### src/rtl/tt_spine_sel_ctrl.sv
// tt_spine_sel_ctrl: break-before-make sequencer that guards spine enable around project-select changes
module tt_spine_sel_ctrl #(
  parameter int ADDR_W   = 10,
  parameter int NUM_PROJ = 512,
  parameter int GUARD    = 4
) (
  input  logic              clk,
  input  logic              rst,
  input  logic              req_valid,
  input  logic [ADDR_W-1:0] req_addr,
  input  logic              req_ena,
  output logic              req_ready,
  output logic [ADDR_W-1:0] sel_addr,
  output logic              sel_ena,
  output logic              busy,
  output logic              done,
  output logic              err
);
  typedef enum logic [1:0] {IDLE, DRAIN, SETTLE} state_t;
  localparam logic [ADDR_W:0] LIM    = (ADDR_W+1)'(NUM_PROJ);
  localparam logic [7:0]      RELOAD = 8'(GUARD - 1);
  state_t            state_q, state_d;
  logic [7:0]        cnt_q, cnt_d;
  logic [ADDR_W-1:0] sel_addr_q, sel_addr_d, pend_addr_q, pend_addr_d;
  logic              sel_ena_q, sel_ena_d, pend_ena_q, pend_ena_d;
  logic              done_q, done_d, err_q, err_d;
  logic              acc, bad, fast, full, drain_end, settle_end;
  assign acc        = req_valid && state_q == IDLE;
  assign bad        = acc && {1'b0, req_addr} >= LIM;
  assign fast       = acc && !bad && req_addr == sel_addr_q;
  assign full       = acc && !bad && req_addr != sel_addr_q;
  assign drain_end  = state_q == DRAIN && cnt_q == '0;
  assign settle_end = state_q == SETTLE && cnt_q == '0;
  always_ff @(posedge clk or posedge rst) begin
    if (rst) begin
      state_q     <= IDLE;
      cnt_q       <= '0;
      sel_addr_q  <= '0;
      sel_ena_q   <= 1'b0;
      pend_addr_q <= '0;
      pend_ena_q  <= 1'b0;
      done_q      <= 1'b0;
      err_q       <= 1'b0;
    end else begin
      state_q     <= state_d;
      cnt_q       <= cnt_d;
      sel_addr_q  <= sel_addr_d;
      sel_ena_q   <= sel_ena_d;
      pend_addr_q <= pend_addr_d;
      pend_ena_q  <= pend_ena_d;
      done_q      <= done_d;
      err_q       <= err_d;
    end
  end
  always_comb begin
    state_d = full ? DRAIN : drain_end ? SETTLE : settle_end ? IDLE : state_q;
  end
  always_comb begin
    cnt_d       = (full || drain_end) ? RELOAD :
                  (state_q != IDLE && cnt_q != '0) ? cnt_q - 8'd1 : cnt_q;
    sel_addr_d  = drain_end ? pend_addr_q : sel_addr_q;
    sel_ena_d   = fast ? req_ena : full ? 1'b0 : settle_end ? pend_ena_q : sel_ena_q;
    pend_addr_d = full ? req_addr : pend_addr_q;
    pend_ena_d  = full ? req_ena : pend_ena_q;
    done_d      = fast || settle_end;
    err_d       = bad;
  end
  assign req_ready = state_q == IDLE;
  assign busy      = !req_ready;
  assign sel_addr  = sel_addr_q;
  assign sel_ena   = sel_ena_q;
  assign done      = done_q;
  assign err       = err_q;
endmodule

### config.mk
export PLATFORM = sky130hd
export DESIGN_NAME = tt_spine_sel_ctrl
export DESIGN_NICKNAME = d
export VERILOG_FILES = /design/src/rtl/tt_spine_sel_ctrl.sv
export SDC_FILE = /design/constraint.sdc
export NUM_CORES = 1
export LEC_CHECK = 0
export CAP_MARGIN = 20
export CORE_UTILIZATION = 56
export CTS_CLUSTER_SIZE = 16
export DETAILED_ROUTE_END_ITERATION = 6
export PLACE_DENSITY = 0.91
export SYNTH_ARGS = -nofsm -noshare
export SYNTH_HDL_FRONTEND = slang
export SYNTH_SLANG_ARGS = --single-unit
export TNS_END_PERCENT = 50
### constraint.sdc
create_clock -name clk -period 2.9 [get_ports clk]
set_input_delay 0.58 -clock clk [delete_from_list [all_inputs] [get_ports clk]]
set_output_delay 0.58 -clock clk [all_outputs]
set_load 0.005 [all_outputs]
# After elaboration in Yosys (flattened, before gate mapping)
# Index checks and enable logic that the tools add are counted.
classes:
  n_addsub: 1
  mux: 8
  order_cmp: 1
  eq_ne: 4
  n_reduce_logical: 19
op_table:
  columns: ["cell", "count"]
  rows:
  - ["two-way mux 8 bit", 2]
  - ["== test 10 bit", 1]
  - [">= comparator 10 bit, second input constant", 1]
  - ["!= test 10 bit", 1]
  - ["logical AND 1 bit", 8]
  - ["zero test 8 bit", 1]
  - ["nonzero test 8 bit", 1]
  - ["subtractor 8 x 1 -> 8 bit, second input constant", 1]
  - ["two-way mux 2 bit", 3]
  - ["nonzero test 3 bit", 2]
  - ["nonzero test 2 bit", 2]
  - ["two-way mux 1 bit", 3]
  - ["== test 2 x 1 -> 1 bit, second input constant", 1]
  - ["== test 2 bit, second input constant", 1]
  - ["zero test 1 bit", 2]
  - ["zero test 2 bit", 1]
  - ["logical OR 1 bit", 2]
totals:
  elab_cells: 41
  out_inout_bits: 15
  ff_bits: 34

# Longest topological paths before layout
# Gate-level depths: netlist (run 1).
logic_depth:
  word_depth: 8
  depth_mapped: 6
  mapped_depth_nobuf: 6

# Least setup slack after synthesis (run 1)
# No wires, ideal clock.
synth_timing:
  kind: "input to register"
  from: "input port req_addr[8]"
  to: "register pend_addr_q[0]"
  stages: 5
  t_required_ns: 2.772
  arrival_time_ns: 1.654
  path_slack_ns: 1.119
  setup_ns: 0.128
  cell_sequence: "xor2_1 > nor4_4 > a31oi_1 > buf_4 > mux2_1"
synth_between:
  elab_chain_cells: 5
synth_rtl:
  columns: ["element", "line", "source"]
  rows:
  - ["start, declared", "10", "input logic [ADDR_W-1:0] req_addr,"]
  - [">= comparator 10 bit", "29", "assign bad = acc && {1'b0, req_addr} >= LIM;"]
  - ["logical AND 1 bit", "29", null]
  - ["zero test 1 bit", "31", "assign full = acc && !bad && req_addr != sel_addr_q;"]
  - ["logical AND 1 bit", "31", null]
  - ["logical AND 1 bit (*)", "31", null]
  - ["end signal, assigned", "49", "pend_addr_q <= pend_addr_d;"]
  - ["end, declared", "24", "logic [ADDR_W-1:0] sel_addr_q, sel_addr_d, pend_addr_q, pend_addr_d;"]
# Mark *: on every way between the ends. The rest lies on a longest branch, timed or not.
# A chain may end at the register's enable or synchronous reset.

# Worst setup path after layout (run 1)
layout_timing:
  from: "register state_q[0]"
  to: "output port busy"
layout_between:
  elab_chain_cells: 2
layout_rtl:
  columns: ["element", "line", "source"]
  rows:
  - ["start, declared", "22", "state_t state_q, state_d;"]
  - ["start signal, assigned", "45", "state_q <= state_d;"]
  - ["zero test 2 bit", "68", "assign req_ready = state_q == IDLE;"]
  - ["zero test 1 bit", "69", "assign busy = !req_ready;"]
  - ["end, declared", "15", "output logic busy,"]
# No other way between the ends.

==> impl_results.rst, run 1 <==
.. list-table::
   :header-rows: 1

   * - Metric
     - Value
   * - Result of the run
     - complete, no violations
   * - Filler Cell Count
     - 193
   * - Leading cell types in the layout, fill and taps excluded
     - sky130_fd_sc_hd__dfrtp_1 (34), sky130_fd_sc_hd__clkdlybuf4s50_1 (28), sky130_fd_sc_hd__xor2_1 (11)
   * - Top_reg_cell synth
     - sky130_fd_sc_hd__dfrtp_1
   * - Arrival time reported for the critical path endpoint
     - 1.62 ns
   * - Count of different cell masters after synthesis
     - 37
   * - Register area
     - 851 um^2
   * - Routed via count divided by cell count
     - 5.82
   * - Die boundary height
     - 56.3 um
   * - Endpoint of the most critical register-to-register path
     - sel_addr[1]
   * - Inserted Diodes
     - 0
   * - Crit path required time
     - 2.32 ns
   * - Worst rel slew slack
     - 64.9%
   * - Summed negative setup slack over all endpoints
     - 0 ns
   * - Max-Cap Viols
     - 0
   * - Slew of the pin with the lowest slew margin
     - 0.521 ns
   * - Most common cell after layout, fill and taps aside
     - sky130_fd_sc_hd__dfrtp_1
   * - Endpoint of the worst hold-timing path
     - pend_addr_q[4]
   * - Synthesis-stage register bit count
     - 34
   * - Async S/R FF share, synth
     - 100%
   * - CTS tree
     - built
   * - Remaining antenna violation count
     - 0
   * - Post-route minimum period
     - 2.20 ns
   * - Wire length per cell
     - 16.8 um
   * - Synthesized area divided by synthesized cell count
     - 13.2 um^2
   * - Sum of overflow across all layers after global routing
     - 0
   * - Wire length of the first global-routing pass
     - 5490 um
   * - Std-Cell Rows
     - 19
   * - Detailed-route via count
     - 1118
   * - Post-CTS Setup Bufs
     - 0
   * - Peak ir drop on the vdd network
     - 706 uV
   * - Layout area overhead
     - 23.3%
   * - Final nets
     - 176
   * - FF-to-FF Start
     - cnt_q[0]
   * - Crit-path max FO
     - 6
   * - Area of the core region
     - 0.00278 mm^2
   * - Post-route fraction of the period consumed by the critical path
     - 75.9%
   * - Number of H-tree levels
     - 2
   * - Post-synth EDFFs
     - 0
   * - Largest net degree at the start of global routing
     - 35
   * - Vias in the first global route
     - 1201
   * - R2R setup slack
     - 0.88 ns
   * - Starting DRC count in detailed routing
     - 42
   * - Post-CTS Hold Fix Bufs
     - 0
   * - Bufs on Longest Clock Path
     - 2
   * - RSZ-0062 raised after global routing
     - false
   * - Initial core utilization
     - 59.4%
   * - Fraction of the yosys area taken by sequential cells
     - 51.5%
   * - Post-Synthesis Cells
     - 125
   * - Number of pins with negative max-slew slack in the final report
     - 0
   * - TritonCTS Buffers
     - 5
   * - Clock transition time at the flip-flop clock pins of the worst setup and hold paths
     - 0.10 ns
   * - Hold crit path type
     - register to register
   * - Warnings, synthesis
     - 0
   * - Remaining DRCs
     - 0
   * - Worst hold slack after final layout
     - 0.505 ns
   * - Pwr dens
     - 954 mW/mm^2
   * - Post-detailed-placement half-perimeter wirelength
     - 2380 um
   * - Hold Path Stages
     - 1
   * - Detailed-routing iteration count for the pre-antenna-repair pass
     - 4
   * - Launching element type of the critical path
     - register
   * - Start point of the worst min-delay path
     - pend_addr_q[4]
   * - Clock latency on the worst-skew pair
     - 0.34 ns
   * - Total of endpoints with negative setup slack in the final report
     - 0
   * - I/O Pins
     - 29
   * - Final-report hold violation count
     - 0
   * - Gpl congestion
     - 0.806
   * - Static leakage
     - 0.000936 uW
   * - Fraction of layout instances using a drive strength above 1
     - 19.3%
   * - Final setup skew
     - 0.00444 ns
   * - Kind of critical path
     - register to output pin
   * - Post-Syn Nets
     - 141
   * - Total Wirelength
     - 3230 um
   * - Sinks on the clock net
     - 34
   * - Initial antenna violation count
     - 0
   * - Endpoint class of the critical path
     - output pin
   * - Die Area
     - 0.00317 mm^2
   * - Peak clock frequency supported by timing
     - 454 MHz
   * - Library cell used as clock root buffer
     - sky130_fd_sc_hd__clkbuf_4
   * - Post-synthesis instance area
     - 0.00165 mm^2
   * - Count of buffers from port buffering
     - 28
   * - Area used by multi-input combinational logic
     - 768 um^2
   * - Cell depth of the worst flop-to-flop path
     - 5
   * - Post-cts gate resize count
     - 0
   * - Chip Width
     - 56.3 um
   * - GRT Resource Usage Total
     - 23.4%
## layout make-up
type	count	share of cell area [%]
sequential	34	41.8
multi-input combinational	84	37.7
timing repair buffer	31	14.9
clock buffer	7	2.70
tap	31	1.91
inverter	4	0.738
clock inverter	1	0.246
## state kept, by name, indices dropped and copies added, names as in the netlist
signal	cells
state_q	2
pend_addr_q	10
sel_ena	1
done	1
err	1
sel_addr	10
cnt_q	8
pend_ena_q	1
## routing by layer
layer	up-vias	share of wire, %	GRT usage [%]
li1	516	-	-
met1	555	43	27.7
met2	38	50	38.8
met3	9	4.6	7.37
met4	0	2.0	10.8
met5	-	0	0
## how the worst max path moves through the flow
| stage | start | end | slack (ns) |
|---|---|---|---|
| after detailed placement | req_addr[7] | pend_addr_q[3] | 0.47 |
| after floorplan | req_addr[8] | pend_addr_q[0] | 1.12 |
| after CTS | state_q[0] | busy | 0.70 |
| after global routing | state_q[0] | busy | 0.60 |
| final | state_q[0] | busy | 0.70 |
| after global placement | req_addr[7] | pend_addr_q[3] | 0.57 |
## through the flow
stage | cells | utilization [%] | setup slack [ns] | cell area [um^2] | total power, uW
5_1_grt | 192 | 73.2 | 0.601 | 2040 | 2070
3_3_place_gp | 184 | 71.0 | 0.570 | 1980 | 1620
2_1_floorplan | 125 | - | 1.12 | 1650 | 1350
3_5_place_dp | 184 | 71.0 | 0.473 | 1980 | 1670
6_report | 192 | 73.2 | 0.698 | 2040 | 1940
4_1_cts | 192 | 73.2 | 0.704 | 2040 | 1960
## cells in the mapped netlist (3+ instances only)
| cell | n | share of area [%] |
|---|---|---|
| sky130_fd_sc_hd__nand2_1 | 3 | 0.68 |
| sky130_fd_sc_hd__o21ai_0 | 5 | 1.5 |
| sky130_fd_sc_hd__a21oi_1 | 5 | 1.5 |
| sky130_fd_sc_hd__nand3b_1 | 3 | 1.4 |
| sky130_fd_sc_hd__mux2_1 | 9 | 6.1 |
| sky130_fd_sc_hd__mux2_2 | 5 | 3.4 |
| sky130_fd_sc_hd__nor2_1 | 5 | 1.1 |
| sky130_fd_sc_hd__dfrtp_1 | 34 | 52 |
| sky130_fd_sc_hd__xor2_1 | 11 | 5.8 |
| sky130_fd_sc_hd__mux2_4 | 7 | 6.4 |
| sky130_fd_sc_hd__inv_1 | 4 | 0.91 |
## critical path, cell delays in order (launching register included)
cell	delay, ns
sky130_fd_sc_hd__dfrtp_1	0.47
sky130_fd_sc_hd__nor2_2	0.24
sky130_fd_sc_hd__inv_1	0.11
sky130_fd_sc_hd__clkdlybuf4s50_1	0.45
## cell families (layout without fill, tap and decap cells)
group,Yosys count,count (layout),synth area share (%)
AO/OA/AOI/OAI,14,14,4.85
XOR/XNOR,13,13,6.89
adder cells (fa/ha/maj),2,2,1.51
buffers and inverters,7,43,2.35
flip-flops,34,34,51.5
multiplexers,23,23,17.1
AND/OR/NAND/NOR,32,32,15.8
## where the power goes
part	switching (uW)	total [uW]	internal (uW)
clock	162	279	117
combinational	332	788	456
sequential	197	874	677
No activity file was read; power rests on OpenSTA's default activity.
==> inputs of run 2 (changes only) <==
CORE_UTILIZATION = 52   (was 56)
PLACE_DENSITY = 0.86   (was 0.91)
clock period = 2.25 ns   (was 2.9 ns; I/O delays follow)
==> impl_results.rst, run 2 (synthesized netlist as in run 1, its figures left out) <==
.. list-table::
   :header-rows: 1

   * - Metric
     - Value
   * - Worst hold slack after final layout
     - 0.497 ns
   * - Number of pins with negative max-slew slack in the final report
     - 0
   * - RSZ-0062 raised after global routing
     - false
   * - Most common cell after layout, fill and taps aside
     - sky130_fd_sc_hd__dfrtp_1
   * - Peak clock frequency supported by timing
     - 472 MHz
   * - Remaining DRCs
     - 0
   * - Worst Setup Slack post-DPL
     - -0.0106 ns
   * - Clock transition time at the flip-flop clock pins of the worst setup and hold paths
     - 0.09 ns
   * - Static leakage
     - 0.000923 uW
   * - Launching element type of the critical path
     - register
   * - Sum of overflow across all layers after global routing
     - 0
   * - Total of endpoints with negative setup slack in the final report
     - 0
   * - Max-Cap Viols
     - 0
   * - Sinks on the clock net
     - 34
   * - Layout area overhead
     - 23.6%
   * - Worst rel slew slack
     - 67.0%
   * - Starting DRC count in detailed routing
     - 33
   * - Initial antenna violation count
     - 0
   * - Arrival time reported for the critical path endpoint
     - 1.67 ns
   * - Post-layout worst setup margin
     - 0.133 ns
   * - Routed via count divided by cell count
     - 5.51
   * - Post-route minimum period
     - 2.12 ns
   * - Post-detailed-placement half-perimeter wirelength
     - 2200 um
   * - Crit-path max FO
     - 6
   * - Crit path required time
     - 1.80 ns
   * - Wire length of the first global-routing pass
     - 5100 um
   * - Post-CTS Hold Fix Bufs
     - 0
   * - Gpl congestion
     - 0.809
   * - Endpoint class of the critical path
     - output pin
   * - Library cell used as clock root buffer
     - sky130_fd_sc_hd__clkbuf_4
   * - Summed negative setup slack over all endpoints
     - 0 ns
   * - CTS tree
     - built
   * - Wire length per cell
     - 15.1 um
   * - Largest net degree at the start of global routing
     - 35
   * - Remaining antenna violation count
     - 0
   * - Leading cell types in the layout, fill and taps excluded
     - sky130_fd_sc_hd__dfrtp_1 (34), sky130_fd_sc_hd__clkdlybuf4s50_1 (28), sky130_fd_sc_hd__xor2_1 (11)
   * - Area of the core region
     - 0.00303 mm^2
   * - FF-to-FF Start
     - cnt_q[0]
   * - Count of buffers from port buffering
     - 28
   * - Number of H-tree levels
     - 2
   * - Filler Cell Count
     - 211
   * - Result of the run
     - complete, no violations
   * - Kind of critical path
     - register to output pin
   * - Pwr dens
     - 1190 mW/mm^2
   * - Post-route fraction of the period consumed by the critical path
     - 94.1%
   * - Die Area
     - 0.00341 mm^2
   * - Chip Width
     - 58.4 um
   * - Final setup skew
     - 0.00236 ns
   * - Vias in the first global route
     - 1125
   * - I/O Pins
     - 29
   * - Die boundary height
     - 58.4 um
   * - Peak ir drop on the vdd network
     - 737 uV
   * - Slew of the pin with the lowest slew margin
     - 0.490 ns
   * - GRT Resource Usage Total
     - 20.5%
   * - Register area
     - 851 um^2
   * - Total Wirelength
     - 3060 um
   * - Final standard cell utilization of the core
     - 67.4%
   * - CP startpoint
     - state_q[0]
   * - Post-CTS Setup Bufs
     - 0
   * - Post-cts gate resize count
     - 0
   * - Inserted Diodes
     - 0
   * - Bufs on Longest Clock Path
     - 2
   * - Detailed-routing iteration count for the pre-antenna-repair pass
     - 5
   * - Fraction of layout instances using a drive strength above 1
     - 17.6%
   * - Initial core utilization
     - 54.5%
   * - Final nets
     - 175
   * - Hold crit path type
     - register to register
   * - Detailed-route via count
     - 1119
   * - Area used by multi-input combinational logic
     - 768 um^2
   * - Clock latency on the worst-skew pair
     - 0.33 ns
   * - Std-Cell Rows
     - 20
   * - TritonCTS Buffers
     - 5
   * - Start point of the worst min-delay path
     - pend_addr_q[6]
   * - Final-report hold violation count
     - 0
run 2: cell types whose count changed in the layout (fill, tap and decap cells not counted), sizes merged:
cell	delta
buf	-1
clkinv	-1
run 2: metrics by stage:
stage          cell area (um^2)  instances  power [uW]
2_1_floorplan              1650        125        1740
3_3_place_gp               2000        196        2080
3_5_place_dp               2000        196        2150
4_1_cts                    2040        203        2460
5_1_grt                    2040        203        2600
6_report                   2040        203        2440
run 2: report_power, final:
group	total (uW)	internal, uW	switching (uW)
sequential	1130	873	253
combinational	1010	588	419
clock	305	118	187
run 2: routing by layer:
metal | track usage, % | up-vias | part of all wire (%)
met5 | 0 | - | 0
met4 | 8.84 | 0 | 1.6
met3 | 6.81 | 4 | 5.8
met2 | 35.1 | 35 | 52
met1 | 23.6 | 563 | 40
li1 | - | 517 | -
run 2: final timing paths:
path	end	slack (ns)	depth (start not counted)
worst max-delay path	busy	0.13	3
worst min-delay path	pend_addr_q[6]	0.50	1
worst max register to register	sel_addr[6]	0.24	5
worst min register to register	pend_addr_q[6]	0.50	1
max in group asynchronous	pend_addr_q[7]	1.45	3
min in group asynchronous	cnt_q[7]	0.51	3
run 2: critical path, cell delays in order (launching register included):
cell,delay (ns)
sky130_fd_sc_hd__dfrtp_1,0.49
sky130_fd_sc_hd__nor2_2,0.26
sky130_fd_sc_hd__inv_1,0.13
sky130_fd_sc_hd__clkdlybuf4s50_1,0.46
run 2: layout make-up:
cell class	instances	area share [%]
tap	44	2.70
multi-input combinational	84	37.6
inverter	4	0.735
timing repair buffer	30	15.1
sequential	34	41.7
clock buffer	7	2.21
==> inputs of run 3 (changes only) <==
PLACE_DENSITY = 0.9   (was 0.86)
==> impl_results.rst, run 3 (synthesized netlist as in run 1, its figures left out) <==
.. list-table::
   :header-rows: 1

   * - Metric
     - Value
   * - Result of the run
     - complete, no violations
   * - Die boundary height
     - 58.4 um
   * - Routed via count divided by cell count
     - 5.41
   * - Initial antenna violation count
     - 0
   * - Final nets
     - 177
   * - Detailed-routing iteration count for the pre-antenna-repair pass
     - 4
   * - Leading cell types in the layout, fill and taps excluded
     - sky130_fd_sc_hd__dfrtp_1 (34), sky130_fd_sc_hd__clkdlybuf4s50_1 (28), sky130_fd_sc_hd__xor2_1 (11)
   * - GRT Resource Usage Total
     - 22.1%
   * - Inserted Diodes
     - 0
   * - Remaining DRCs
     - 0
   * - CTS tree
     - built
   * - Cell depth of the worst flop-to-flop path
     - 5
   * - Gpl congestion
     - 0.818
   * - Wire length of the first global-routing pass
     - 5420 um
   * - Post-CTS Hold Fix Bufs
     - 0
   * - Post-route fraction of the period consumed by the critical path
     - 92.3%
   * - CP startpoint
     - state_q[0]
   * - Post-detailed-placement half-perimeter wirelength
     - 2350 um
   * - TritonCTS Buffers
     - 5
   * - Count of buffers from port buffering
     - 28
   * - Starting DRC count in detailed routing
     - 15
   * - Endpoint class of the critical path
     - output pin
   * - Slew of the pin with the lowest slew margin
     - 0.554 ns
   * - Peak clock frequency supported by timing
     - 482 MHz
   * - Peak ir drop on the vdd network
     - 872 uV
   * - Die Area
     - 0.00341 mm^2
   * - Sinks on the clock net
     - 34
   * - Pwr dens
     - 1210 mW/mm^2
   * - Vias in the first global route
     - 1142
   * - Layout area overhead
     - 24.7%
   * - Number of pins with negative max-slew slack in the final report
     - 0
   * - FF-to-FF Start
     - cnt_q[0]
   * - Cell area after layout
     - 0.00206 mm^2
   * - Sum of overflow across all layers after global routing
     - 0
   * - Fraction of layout instances using a drive strength above 1
     - 19.8%
   * - Number of H-tree levels
     - 2
   * - Final setup skew
     - 0.0120 ns
   * - Crit path required time
     - 1.80 ns
   * - Initial core utilization
     - 54.5%
   * - Chip Width
     - 58.4 um
   * - Area of the core region
     - 0.00303 mm^2
   * - Launching element type of the critical path
     - register
   * - Clock transition time at the flip-flop clock pins of the worst setup and hold paths
     - 0.11 ns
   * - Static leakage
     - 0.000941 uW
   * - Bufs on Longest Clock Path
     - 2
   * - Library cell used as clock root buffer
     - sky130_fd_sc_hd__clkbuf_4
   * - Post-CTS Setup Bufs
     - 0
   * - Most common cell after layout, fill and taps aside
     - sky130_fd_sc_hd__dfrtp_1
   * - Crit-path max FO
     - 6
   * - Largest net degree at the start of global routing
     - 35
   * - Std-Cell Rows
     - 20
   * - Cell Area, Placed
     - 0.00200 mm^2
   * - Endpoint of the most critical register-to-register path
     - sel_addr[0]
   * - Post-layout worst setup margin
     - 0.173 ns
   * - I/O Pins
     - 29
   * - Total Wirelength
     - 3260 um
   * - Filler Cell Count
     - 212
   * - Max-Cap Viols
     - 0
   * - Remaining antenna violation count
     - 0
   * - Worst rel slew slack
     - 62.7%
   * - Final-report hold violation count
     - 0
   * - Arrival time reported for the critical path endpoint
     - 1.63 ns
   * - Hold crit path type
     - input port to async pin
   * - Post-cts gate resize count
     - 0
   * - Total of endpoints with negative setup slack in the final report
     - 0
   * - Kind of critical path
     - register to output pin
   * - Post-route minimum period
     - 2.08 ns
   * - R2R setup slack
     - 0.18 ns
   * - Worst Setup Slack post-DPL
     - -0.0464 ns
   * - RSZ-0062 raised after global routing
     - false
   * - Detailed-route via count
     - 1115
   * - Wire length per cell
     - 15.8 um
   * - Clock latency on the worst-skew pair
     - 0.34 ns
## run 3: changes by cell type in the layout (fill, tap and decap cells not counted)
| cell | previous run | this run |
|---|---|---|
| sky130_fd_sc_hd__clkinv_2 | 0 | 1 |
| sky130_fd_sc_hd__buf_4 | 1 | 4 |
| sky130_fd_sc_hd__clkbuf_1 | 2 | 1 |
| sky130_fd_sc_hd__buf_12 | 1 | 0 |
| sky130_fd_sc_hd__clkbuf_8 | 0 | 1 |
## run 3: metal layers
layer | vias up | track usage, % | share of wire [%]
met2 | 43 | 36.3 | 50
met5 | - | 0 | 0
met3 | 3 | 6.59 | 5.1
met4 | 0 | 6.12 | 0.83
li1 | 521 | - | -
met1 | 548 | 28.8 | 44
## run 3: worst max-delay path, stage by stage, from the launching register on
cell                              delay, ns
sky130_fd_sc_hd__dfrtp_1               0.48
sky130_fd_sc_hd__nor2_2                0.24
sky130_fd_sc_hd__inv_1                 0.11
sky130_fd_sc_hd__clkdlybuf4s50_1       0.45
## run 3: how the worst max path moves through the flow
stage,to,slack [ns],depth (start not counted)
6_report,busy,0.17,3
5_1_grt,busy,0.05,3
4_1_cts,busy,0.17,3
3_5_place_dp,pend_ena_q,-0.05,6
3_3_place_gp,pend_addr_q[4],0.05,6
2_1_floorplan,sel_addr[0],0.52,6
## run 3: stage by stage
| step | setup TNS [ns] | utilization [%] | instances | hold slack, ns | power [uW] |
|---|---|---|---|---|---|
| 2_1_floorplan | 0 | - | 125 | 0.454 | 1740 |
| 3_3_place_gp | 0 | 66.0 | 198 | 0.468 | 2080 |
| 3_5_place_dp | -0.247 | 66.0 | 198 | 0.480 | 2150 |
| 4_1_cts | 0 | 68.0 | 206 | 0.499 | 2520 |
| 5_1_grt | 0 | 68.0 | 206 | 0.532 | 2670 |
| 6_report | 0 | 68.0 | 206 | 0.495 | 2500 |
## run 3: where the power goes
part | internal [uW] | switching [uW] | total (uW)
combinational | 591 | 431 | 1020
sequential | 872 | 254 | 1130
clock | 151 | 203 | 354
total | 1610 | 888 | 2500
## run 3: layout make-up
cell class | count | area, um^2 | area share (%)
multi-input combinational | 84 | 768 | 37.3
sequential | 34 | 851 | 41.3
clock buffer | 7 | 55.1 | 2.67
clock inverter | 1 | 5.00 | 0.243
inverter | 4 | 15.0 | 0.729
timing repair buffer | 32 | 310 | 15.1
tap | 44 | 55.1 | 2.67
